## src/rtl/watch_pkg.sv

```systemverilog
// watch_pkg
// Shared encodings for the watch time-adjust arbiter:
//   - request source encoding (SRC_BTN / SRC_UART)
//   - adjust field enum (FLD_SEC / FLD_MIN / FLD_HOUR)
//   - arbiter FSM state enum (ST_IDLE / ST_ISSUE / ST_GAP)
//   - pick_field(): fixed hour > min > sec field priority
package watch_pkg;

    localparam logic SRC_BTN  = 1'b0;
    localparam logic SRC_UART = 1'b1;

    typedef enum logic [1:0] {
        FLD_SEC  = 2'd0,
        FLD_MIN  = 2'd1,
        FLD_HOUR = 2'd2
    } fld_e;

    typedef enum logic [1:0] {
        ST_IDLE  = 2'd0,
        ST_ISSUE = 2'd1,
        ST_GAP   = 2'd2
    } state_e;

    // pend = {hour, min, sec} pending flags of one source.
    function automatic fld_e pick_field(input logic [2:0] pend);
        if (pend[2]) begin
            return FLD_HOUR;
        end else if (pend[1]) begin
            return FLD_MIN;
        end else if (pend[0]) begin
            return FLD_SEC;
        end else begin
            return FLD_SEC;
        end
    endfunction

endpackage

```

## src/rtl/watch_adj_pend_cnt.sv

```systemverilog
// watch_adj_pend_cnt
// Saturating pending-request counter for one source/field pair.
// Ports:
//   clk     system clock
//   rst     asynchronous active-low reset
//   i_inc   new request this cycle
//   i_dec   request issued this cycle (only asserted while count is non-zero)
//   o_cnt   current pending count
//   o_drop  request lost this cycle because the counter is already full
module watch_adj_pend_cnt #(
    parameter int CNT_W = 3
) (
    input  logic             clk,
    input  logic             rst,
    input  logic             i_inc,
    input  logic             i_dec,
    output logic [CNT_W-1:0] o_cnt,
    output logic             o_drop
);

    logic [CNT_W-1:0] r_cnt;
    logic             w_full;
    logic             w_empty;

    assign w_full  = &r_cnt;
    assign w_empty = (r_cnt == '0);

    // A simultaneous issue frees a slot, so the request is kept in that case.
    assign o_drop = i_inc & ~i_dec & w_full;
    assign o_cnt  = r_cnt;

    always_ff @(posedge clk or negedge rst) begin
        if (!rst) begin
            r_cnt <= '0;
        end else if (i_inc && !i_dec && !w_full) begin
            r_cnt <= r_cnt + CNT_W'(1);
        end else if (i_dec && !i_inc && !w_empty) begin
            r_cnt <= r_cnt - CNT_W'(1);
        end
    end

endmodule

```

## src/rtl/watch_adj_arbiter.sv

```systemverilog
// watch_adj_arbiter
// Shares the watch sec/min/hour "plus" adjust pulses between the debounced
// buttons (BTN) and the UART command decoder (UART). Requests are queued per
// source and field, one pulse is issued at a time followed by GAP_CYC idle
// cycles, and the two sources alternate round-robin.
// Build option: define WATCH_ARB_UART_PRIO_EN to give UART fixed priority over
// BTN instead of round-robin.
// Ports:
//   clk, rst                 clock, asynchronous active-low reset
//   i_btn_*_plus             BTN request pulses
//   i_uart_*_plus            UART request pulses
//   i_lock                   hold off new issues, keep queuing
//   i_ovf_clr                clear sticky overflow flag
//   o_sec/min/hour_plus      one-cycle adjust pulses to watch_top
//   o_busy                   arbiter active or requests pending
//   o_last_src               source of the last issued pulse (0=BTN, 1=UART)
//   o_ovf                    sticky: a request was dropped at saturation
module watch_adj_arbiter
    import watch_pkg::*;
#(
    parameter int CNT_W   = 3,
    parameter int GAP_CYC = 4
) (
    input  logic clk,
    input  logic rst,
    input  logic i_btn_sec_plus,
    input  logic i_btn_min_plus,
    input  logic i_btn_hour_plus,
    input  logic i_uart_sec_plus,
    input  logic i_uart_min_plus,
    input  logic i_uart_hour_plus,
    input  logic i_lock,
    input  logic i_ovf_clr,
    output logic o_sec_plus,
    output logic o_min_plus,
    output logic o_hour_plus,
    output logic o_busy,
    output logic o_last_src,
    output logic o_ovf
);

    localparam int GAP_W = (GAP_CYC > 1) ? $clog2(GAP_CYC) : 1;

    // Indexed [source][field], field order {hour, min, sec}.
    logic [1:0][2:0]  w_req;
    logic [1:0][2:0]  w_dec;
    logic [1:0][2:0]  w_drop;
    logic [1:0][2:0]  w_pend;
    logic [CNT_W-1:0] w_cnt [2][3];

    logic             w_btn_any;
    logic             w_uart_any;
    logic             w_sel_src;
    fld_e             w_sel_fld;
    logic             w_start;

    state_e           r_state;
    logic [GAP_W-1:0] r_gap;
    logic             r_sec_plus;
    logic             r_min_plus;
    logic             r_hour_plus;
    logic             r_busy;
    logic             r_last_src;
    logic             r_ovf;
`ifndef WATCH_ARB_UART_PRIO_EN
    logic             r_rr;
`endif

    assign w_req[SRC_BTN]  = {i_btn_hour_plus, i_btn_min_plus, i_btn_sec_plus};
    assign w_req[SRC_UART] = {i_uart_hour_plus, i_uart_min_plus, i_uart_sec_plus};

    for (genvar s = 0; s < 2; s++) begin : g_src
        for (genvar f = 0; f < 3; f++) begin : g_fld
            watch_adj_pend_cnt #(
                .CNT_W (CNT_W)
            ) u_cnt (
                .clk    (clk),
                .rst    (rst),
                .i_inc  (w_req[s][f]),
                .i_dec  (w_dec[s][f]),
                .o_cnt  (w_cnt[s][f]),
                .o_drop (w_drop[s][f])
            );
            assign w_pend[s][f] = |w_cnt[s][f];
        end
    end

    // Source/field selection for the next issue.
    always_comb begin
        w_btn_any  = |w_pend[SRC_BTN];
        w_uart_any = |w_pend[SRC_UART];
`ifdef WATCH_ARB_UART_PRIO_EN
        w_sel_src  = w_uart_any ? SRC_UART : SRC_BTN;
`else
        if (r_rr == SRC_UART) begin
            w_sel_src = w_uart_any ? SRC_UART : SRC_BTN;
        end else begin
            w_sel_src = w_btn_any ? SRC_BTN : SRC_UART;
        end
`endif
        w_sel_fld = pick_field(w_pend[w_sel_src]);
        w_start   = (r_state == ST_IDLE) && !i_lock && (w_btn_any || w_uart_any);
    end

    // The selected counter is decremented in the same cycle the issue is latched.
    always_comb begin
        w_dec = '0;
        for (int s = 0; s < 2; s++) begin
            for (int f = 0; f < 3; f++) begin
                w_dec[s][f] = w_start && (w_sel_src == s[0]) &&
                              (w_sel_fld == fld_e'(f[1:0]));
            end
        end
    end

    always_ff @(posedge clk or negedge rst) begin
        if (!rst) begin
            r_state     <= ST_IDLE;
            r_gap       <= '0;
            r_sec_plus  <= 1'b0;
            r_min_plus  <= 1'b0;
            r_hour_plus <= 1'b0;
            r_busy      <= 1'b0;
            r_last_src  <= SRC_BTN;
            r_ovf       <= 1'b0;
`ifndef WATCH_ARB_UART_PRIO_EN
            r_rr        <= SRC_BTN;
`endif
        end else begin
            r_sec_plus  <= 1'b0;
            r_min_plus  <= 1'b0;
            r_hour_plus <= 1'b0;
            r_busy      <= (r_state != ST_IDLE) || (|w_pend);

            // Set has priority over clear.
            if (|w_drop) begin
                r_ovf <= 1'b1;
            end else if (i_ovf_clr) begin
                r_ovf <= 1'b0;
            end

            case (r_state)
                ST_IDLE: begin
                    if (w_start) begin
                        r_state    <= ST_ISSUE;
                        r_last_src <= w_sel_src;
`ifndef WATCH_ARB_UART_PRIO_EN
                        r_rr       <= ~w_sel_src;
`endif
                        case (w_sel_fld)
                            FLD_HOUR: r_hour_plus <= 1'b1;
                            FLD_MIN:  r_min_plus  <= 1'b1;
                            default:  r_sec_plus  <= 1'b1;
                        endcase
                    end
                end
                ST_ISSUE: begin
                    if (GAP_CYC > 0) begin
                        r_state <= ST_GAP;
                        r_gap   <= '0;
                    end else begin
                        r_state <= ST_IDLE;
                    end
                end
                ST_GAP: begin
                    if (r_gap == GAP_W'(GAP_CYC - 1)) begin
                        r_state <= ST_IDLE;
                    end else begin
                        r_gap <= r_gap + GAP_W'(1);
                    end
                end
                default: r_state <= ST_IDLE;
            endcase
        end
    end

    assign o_sec_plus  = r_sec_plus;
    assign o_min_plus  = r_min_plus;
    assign o_hour_plus = r_hour_plus;
    assign o_busy      = r_busy;
    assign o_last_src  = r_last_src;
    assign o_ovf       = r_ovf;

endmodule

```

## config.mk

```make
export PLATFORM = sky130hd
export DESIGN_NAME = watch_adj_arbiter
export DESIGN_NICKNAME = d
export VERILOG_FILES = /design/src/rtl/watch_pkg.sv /design/src/rtl/watch_adj_pend_cnt.sv /design/src/rtl/watch_adj_arbiter.sv
export SDC_FILE = /design/constraint.sdc
export NUM_CORES = 1
export LEC_CHECK = 0
export BUFFER_PORTS_ARGS = -buffer_cell sky130_fd_sc_hd__buf_4
export CAP_MARGIN = 0
export CELL_PAD_IN_SITES_DETAIL_PLACEMENT = 1
export CELL_PAD_IN_SITES_GLOBAL_PLACEMENT = 2
export CORE_AREA = 2 2 87 89
export CTS_CLUSTER_SIZE = 24
export DETAILED_ROUTE_END_ITERATION = 10
export DIE_AREA = 0 0 89 91
export PLACE_DENSITY_LB_ADDON = 0.25
export SLEW_MARGIN = 15
export SYNTH_ARGS = -nofsm -noshare
export SYNTH_HDL_FRONTEND = slang
export SYNTH_SLANG_ARGS = --single-unit
export TNS_END_PERCENT = 50
```

## constraint.sdc

```tcl
create_clock -name clk -period 2.9 [get_ports clk]
set_clock_uncertainty 0.05 [all_clocks]
set_input_delay 0.725 -clock clk [delete_from_list [all_inputs] [get_ports clk]]
set_output_delay 0.725 -clock clk [all_outputs]
set_load 0.1 [all_outputs]
```

==> flow_metrics.py, run 1 <==
metrics = {
    "run_status": {
        "status": "complete, no violations",
    },
    "routing": {
        "routed_wl_um": 6800,
        "first_pass_iters": 4,
        "drt_iter0_markers": 95,
        "wl_per_cell_um": 16.0,
        "vias": 2360,
        "drc_errors": 0,
        "viasPerCell": 5.54,
        "ant_nets": 0,
    },
    "power_and_ir_drop": {
        "powerDensity_mw_per_mm2": 1130,
        "ir_drop_mv": 0.343,
        "cellLeakagePower_uw": 0.00118,
    },
    "critical_path": {
        "critical_path_class": "reg -> reg",
        "critical_path.max_fanout": 4,
        "worstPathArrival_ps": 2870,
        "crit_path_end_kind": "register",
        "cp.required_ps": 3010,
        "cp-start-kind": "register",
    },
    "synth": {
        "netlist_area_mm2": 0.00238,
        "syn_inst": 277,
        "synth_async_sr_flop_share_pct": 100,
        "syn_avg_cell_area_um2": 8.58,
        "synth.distinct_cells": 65,
        "synth_edf_count": 0,
        "synthFlopType": "dfrtp_1",
        "yosys_register_bits": 29,
        "ys_warn_count": 0,
        "syn-num-nets": 294,
        "ys_seq_area_share_pct": 30.5,
    },
    "sta": {
        "setup_viol": 0,
        "fin_crit_ps": 2760,
        "period_share_pct": 95.2,
        "setup_ws_ps": 139,
        "rsz0062_at_grt": "yes",
        "drv_slew": 0,
        "timing.fmax_mhz": 362,
        "maxSlewHeadroom_pct": 70.8,
        "hold_slack_ps": 322,
        "worstMarginPinSlew_ps": 427,
        "hold_viol": 0,
    },
    "die": {
        "core_region_area_mm2": 0.00714,
        "initial_core_util_pct": 33.3,
        "dieArea_mm2": 0.00810,
        "die_y_um": 91,
        "fp.dieW_um": 89,
        "core.rowCount": 31,
        "io_pins": 16,
    },
    "cells_and_area": {
        "syn_to_final_growth_pct": 24.8,
        "fill_cells": 877,
        "drive_gt1_share_pct": 27.8,
        "seqCellArea_um2": 726,
        "fin_nets": 343,
        "diodes": 0,
        "multi_input_area_mm2": 0.00154,
    },
    "global_route": {
        "grtUsageTotal_pct": 18.1,
        "antenna_found_initial": 0,
        "grt_pass1_wl_um": 11600,
        "overflow": 0,
        "grt_start_max_net_pins": 30,
        "grt_pass1_vias": 2373,
    },
    "cts": {
        "tritoncts": "yes",
        "clock_latency_ps": 280,
        "clockRootBuffer": "clkbuf_8",
        "clk_pin_slew_ps": 70,
        "clock-sinks": 29,
        "htreeDepth": 2,
        "numCtsBuffers": 5,
        "clockBufferDepth": 2,
    },
    "place": {
        "dp_slack_ps": -132,
        "post-dp-hpwl_um": 5070,
        "gp_congestion": 0.782,
        "port_buffers": 15,
    },
    "job": {
        "max-cap-violations": 0,
    },
    "min_path": {
        "hold_class": "in -> async",
    },
}
## state kept, by name (all words and copies together), names as in the netlist
signal and cells:
g_src.g_fld.u_cnt.o_cnt 18, r_gap 2, r_state 2, o_busy 1, o_hour_plus 1, o_last_src 1
o_min_plus 1, o_ovf 1, o_sec_plus 1, r_rr 1
## where the power goes
| part | internal [uW] | switching (uW) | leakage (uW) |
|---|---|---|---|
| Clock | 170 | 154 | 0.0000395 |
| Combinational | 988 | 1300 | 0.000804 |
| Sequential | 592 | 155 | 0.000340 |
| Total | 1750 | 1600 | 0.00118 |
## cell type report
class	instances	share of cell area, %
clock buffer	8	2.70
sequential	29	24.5
tap	99	4.18
multi-input combinational	219	52.1
inverter	11	1.39
timing repair buffer	60	15.2
## worst max-delay path, stage by stage, from the launching register on
cell,delay [ps]
dfrtp_1,410
nor3_4,300
o21ai_0,180
nand2_1,100
o21ai_0,110
nand2b_1,190
fa_1,440
or4_1,510
nor3_1,140
nor3_1,90
xnor2_1,120
## cell families after synthesis
kind of cell	after synthesis	synth area share, %
simple gates	107	24.3
flops	29	30.5
compound gates	95	29.3
xor+xnor	5	1.84
mux	5	2.26
buf+inv	29	6.16
fa+ha+maj	7	5.58
## cells in the final DEF, fill, tap and decap left out, types with 3 or more instances in the layout
| master | instances |
|---|---|
| clkbuf_1 | 3 |
| nor3_2 | 3 |
| nor3_1 | 10 |
| nor2_1 | 20 |
| nand3_1 | 11 |
| o21a_1 | 4 |
| clkbuf_8 | 5 |
| o21ai_0 | 14 |
| o211ai_1 | 5 |
| nor4_1 | 5 |
| buf_4 | 60 |
| dfrtp_1 | 29 |
| nor2b_1 | 4 |
| nand2b_1 | 3 |
| nand2_1 | 24 |
| a22oi_1 | 3 |
| fa_1 | 6 |
| a31oi_1 | 7 |
| nor3_4 | 3 |
| a21oi_1 | 14 |
| a211oi_1 | 3 |
| o22ai_1 | 4 |
| a221o_1 | 3 |
| nand4_1 | 5 |
| or3_1 | 5 |
| inv_1 | 10 |
| a21boi_0 | 7 |
| xnor2_1 | 4 |
## worst paths after layout
kind                                                                   start                                           end  slack [ps]  cells after the start
worst min-delay path                                                     rst  g_src[1].g_fld[2].u_cnt.o_cnt[1]$_DFFE_PN0P_         320                      1
worst max-delay path            g_src[1].g_fld[1].u_cnt.o_cnt[0]$_DFFE_PN0P_  g_src[1].g_fld[1].u_cnt.o_cnt[2]$_DFFE_PN0P_         140                     10
min in group clk                                      o_last_src$_DFFE_PN0P_                        o_last_src$_DFFE_PN0P_         450                      1
max in group asynchronous                                                rst  g_src[0].g_fld[0].u_cnt.o_cnt[2]$_DFFE_PN0P_        2190                      1
worst min register to register                        o_last_src$_DFFE_PN0P_                        o_last_src$_DFFE_PN0P_         450                      1
worst max register to register  g_src[1].g_fld[1].u_cnt.o_cnt[0]$_DFFE_PN0P_  g_src[1].g_fld[1].u_cnt.o_cnt[2]$_DFFE_PN0P_         140                     10
## cells in the mapped netlist, types with 5 or more instances
cell       n  share of area [%]
o21ai_0   15                3.2
nor2_1    21                3.3
nand2_1   24                3.8
or3_1      6                1.6
buf_2      6                1.3
a31oi_1    8                2.1
nor4_1     5                1.3
dfrtp_1   29                 31
inv_1     11                1.7
a21boi_0   7                2.2
nor3_1    11                2.3
nand4_1    5                1.3
a21oi_1   14                2.9
clkbuf_1   7                1.1
o211ai_1   5                1.6
fa_1       6                5.1
nand3_1   11                2.3
## metrics by stage
step | cell area, um2 | total power, uW | util [%] | setup TNS [ps] | std cells
3_3_place_gp | 2840 | 2930 | 39.8 | -234 | 416
4_1_cts | 2940 | 3350 | 41.2 | 0 | 426
3_5_place_dp | 2840 | 2980 | 39.8 | -284 | 416
6_report | 2970 | 3350 | 41.5 | 0 | 426
5_1_grt | 2970 | 3660 | 41.5 | -8.13 | 426
2_1_floorplan | 2390 | 2270 | - | -8.02 | 277
## what timing repair did
item,in CTS,in global routing
resized for setup,0,6
pin swaps,1,1
endpoints found under the setup margin,1,4
hold buffers,0,0
setup buffers,2,0
## per-layer routing
layer | global-route usage [%] | part of all wire [%] | vias up
met2 | 29.9 | 49 | 19
met3 | 2.82 | 1.8 | 5
met1 | 24.8 | 48 | 1183
met5 | 0 | 0 | -
met4 | 4.10 | 0.87 | 0
li1 | - | - | 1153
(Power assumes the default switching activity.)
==> run 2: changes to the inputs <==
--- a/config.mk
+++ b/config.mk
@@ -9,12 +9,12 @@
 export CAP_MARGIN = 0
 export CELL_PAD_IN_SITES_DETAIL_PLACEMENT = 1
 export CELL_PAD_IN_SITES_GLOBAL_PLACEMENT = 2
-export CORE_AREA = 2 2 87 89
+export CORE_AREA = 3 3 82 84
 export CTS_CLUSTER_SIZE = 24
 export DETAILED_ROUTE_END_ITERATION = 10
-export DIE_AREA = 0 0 89 91
+export DIE_AREA = 0 0 85 87
 export PLACE_DENSITY_LB_ADDON = 0.25
-export SLEW_MARGIN = 15
+export SLEW_MARGIN = 10
 export SYNTH_ARGS = -nofsm -noshare
 export SYNTH_HDL_FRONTEND = slang
 export SYNTH_SLANG_ARGS = --single-unit
==> constraint.sdc (replaced) <==
create_clock -name clk -period 3.53 [get_ports clk]
set_clock_uncertainty 0.05 [all_clocks]
set_input_delay 0.8825 -clock clk [delete_from_list [all_inputs] [get_ports clk]]
set_output_delay 0.8825 -clock clk [all_outputs]
set_load 0.1 [all_outputs]
==> run 2 against run 1 <==
Die area fell by 8.7%. Maximum frequency fell by 10%. Combinational power down 32%. Flip-flop and latch count did not move. Sequential power fell by 5.2%. Critical path type unchanged. Critical endpoint is now g_src[1].g_fld[2].u_cnt.o_cnt[1]$_DFFE_PN0P_. Largest power group unchanged.
==> flow_metrics.py, run 2 (synthesized netlist as in run 1, its figures left out) <==
metrics = {
    "run_status": {
        "status": "complete, no violations",
    },
    "global_route": {
        "grt_pass1_wl_um": 11300,
        "met1_usage_pct": 25.4,
        "busiest_layer": "met2",
        "grt_start_max_net_pins": 30,
        "grt_pass1_vias": 2282,
        "antenna_found_initial": 0,
        "grtUsageTotal_pct": 18.9,
        "use_met3_pct": 3.60,
        "overflow": 0,
        "grt_use_met2_pct": 30.9,
    },
    "sta": {
        "fin_crit_ps": 3070,
        "hold_viol": 0,
        "period_share_pct": 87.1,
        "maxSlewHeadroom_pct": 44.6,
        "rsz0062_at_grt": "no",
        "setup_viol": 0,
        "setup_tns_ps": 0,
        "timing.fmax_mhz": 325,
        "drv_slew": 0,
        "worstMarginPinSlew_ps": 810,
    },
    "critical_path": {
        "crit_chain": "or3_1 -> o31ai_4 -> buf_4 -> a22oi_1 -> o21ai_0 -> fa_1 -> inv_1 -> a21bo_2 -> o311a_1 -> o221ai_1",
        "critPathTopFamily": "compound AO/OA/AOI/OAI gates",
        "crit_path_end_kind": "register",
        "critPathMaxStageDelay_ps": 490,
        "cp.buffers_inverters": 2,
        "worstPathArrival_ps": 3180,
        "cp-start-kind": "register",
        "critical_path_class": "reg -> reg",
        "critical_path.max_fanout": 9,
        "slowest_stage": "dfrtp_1",
        "cp.required_ps": 3640,
    },
    "die": {
        "dieArea_mm2": 0.00740,
        "fp.dieW_um": 85,
        "core_region_area_mm2": 0.00599,
        "die_y_um": 87,
        "initial_core_util_pct": 39.7,
        "io_pins": 16,
        "core.rowCount": 28,
    },
    "routing": {
        "first_pass_iters": 4,
        "wl_per_cell_um": 17.6,
        "ant_nets": 0,
        "viasPerCell": 6.06,
        "drt_iter0_markers": 70,
        "drc_errors": 0,
        "vias": 2261,
        "routed_wl_um": 6580,
    },
    "cts": {
        "clock_latency_ps": 290,
        "htreeDepth": 2,
        "clock-sinks": 29,
        "clk_pin_slew_ps": 70,
        "tritoncts": "yes",
        "cts_resized": 0,
        "post-cts-setup-buffers": 0,
        "numCtsBuffers": 5,
        "clockRootBuffer": "clkbuf_8",
        "clockBufferDepth": 2,
        "hold_buffers": 0,
    },
    "place": {
        "post-dp-hpwl_um": 4840,
        "port_buffers": 15,
        "gp_congestion": 0.742,
    },
    "power_and_ir_drop": {
        "powerDensity_mw_per_mm2": 945,
        "finalPower_uw": 2540,
        "cellLeakagePower_uw": 0.00104,
        "ir_drop_mv": 0.506,
    },
    "min_path": {
        "hold_class": "reg -> reg",
    },
    "cells_and_area": {
        "diodes": 0,
        "final_common_cell": "buf_4",
        "largest_register_ffs": 18,
        "drive_gt1_share_pct": 19.8,
        "syn_to_final_growth_pct": 13.3,
        "fin_nets": 315,
        "mostFrequentLayoutCells": "32 x buf_4, 29 x dfrtp_1, 24 x nand2_1",
    },
    "job": {
        "max-cap-violations": 0,
    },
}
==> run 2: final cells by class <==
cell class / instances / area, um2
Clock buffer: 7 / 86.3
Fill cell: 745 / 3300
Inverter: 11 / 41.3
Multi-Input combinational cell: 219 / 1500
Sequential cell: 29 / 726
Tap cell: 75 / 93.8
Timing Repair Buffer: 32 / 240
==> run 2: power by group <==
part	internal [uW]	switching (uW)	leakage, uW
clock	155	134	0.0000443
sequential	484	223	0.000340
combinational	635	913	0.000661
==> run 2: per-stage QoR <==
stage                     instances  setup WS [ps]  cell area (um2)  util [%]  hold slack (ps)
after floorplan                 277            449             2380         -              426
after global placement          366            382             2610      43.5              439
after detailed placement        366            200             2610      43.5              441
after CTS                       373            489             2690      44.9              459
after global routing            373            305             2690      44.9              492
final                           373            455             2690      44.9              461
==> run 2: metal layers <==
layer | vias up | routed length (um)
met1 | 1116 | 3160
met4 | 0 | 73
li1 | 1096 | -
met5 | - | 0
met2 | 40 | 3130
met3 | 9 | 211
==> run 2: final timing paths <==
kind                                                              startpoint                                            to  slack [ps]  depth (start not counted)
worst min-delay path                                  o_last_src$_DFFE_PN0P_                        o_last_src$_DFFE_PN0P_         460                          1
worst max register to register  g_src[0].g_fld[1].u_cnt.o_cnt[1]$_DFFE_PN0P_  g_src[1].g_fld[2].u_cnt.o_cnt[1]$_DFFE_PN0P_         460                         10
max in group asynchronous                                                rst  g_src[0].g_fld[2].u_cnt.o_cnt[1]$_DFFE_PN0P_        2670                          1
min in group asynchronous                                                rst  g_src[1].g_fld[0].u_cnt.o_cnt[0]$_DFFE_PN0P_         470                          1
worst min register to register                        o_last_src$_DFFE_PN0P_                        o_last_src$_DFFE_PN0P_         460                          1
worst max-delay path            g_src[0].g_fld[1].u_cnt.o_cnt[1]$_DFFE_PN0P_  g_src[1].g_fld[2].u_cnt.o_cnt[1]$_DFFE_PN0P_         460                         10
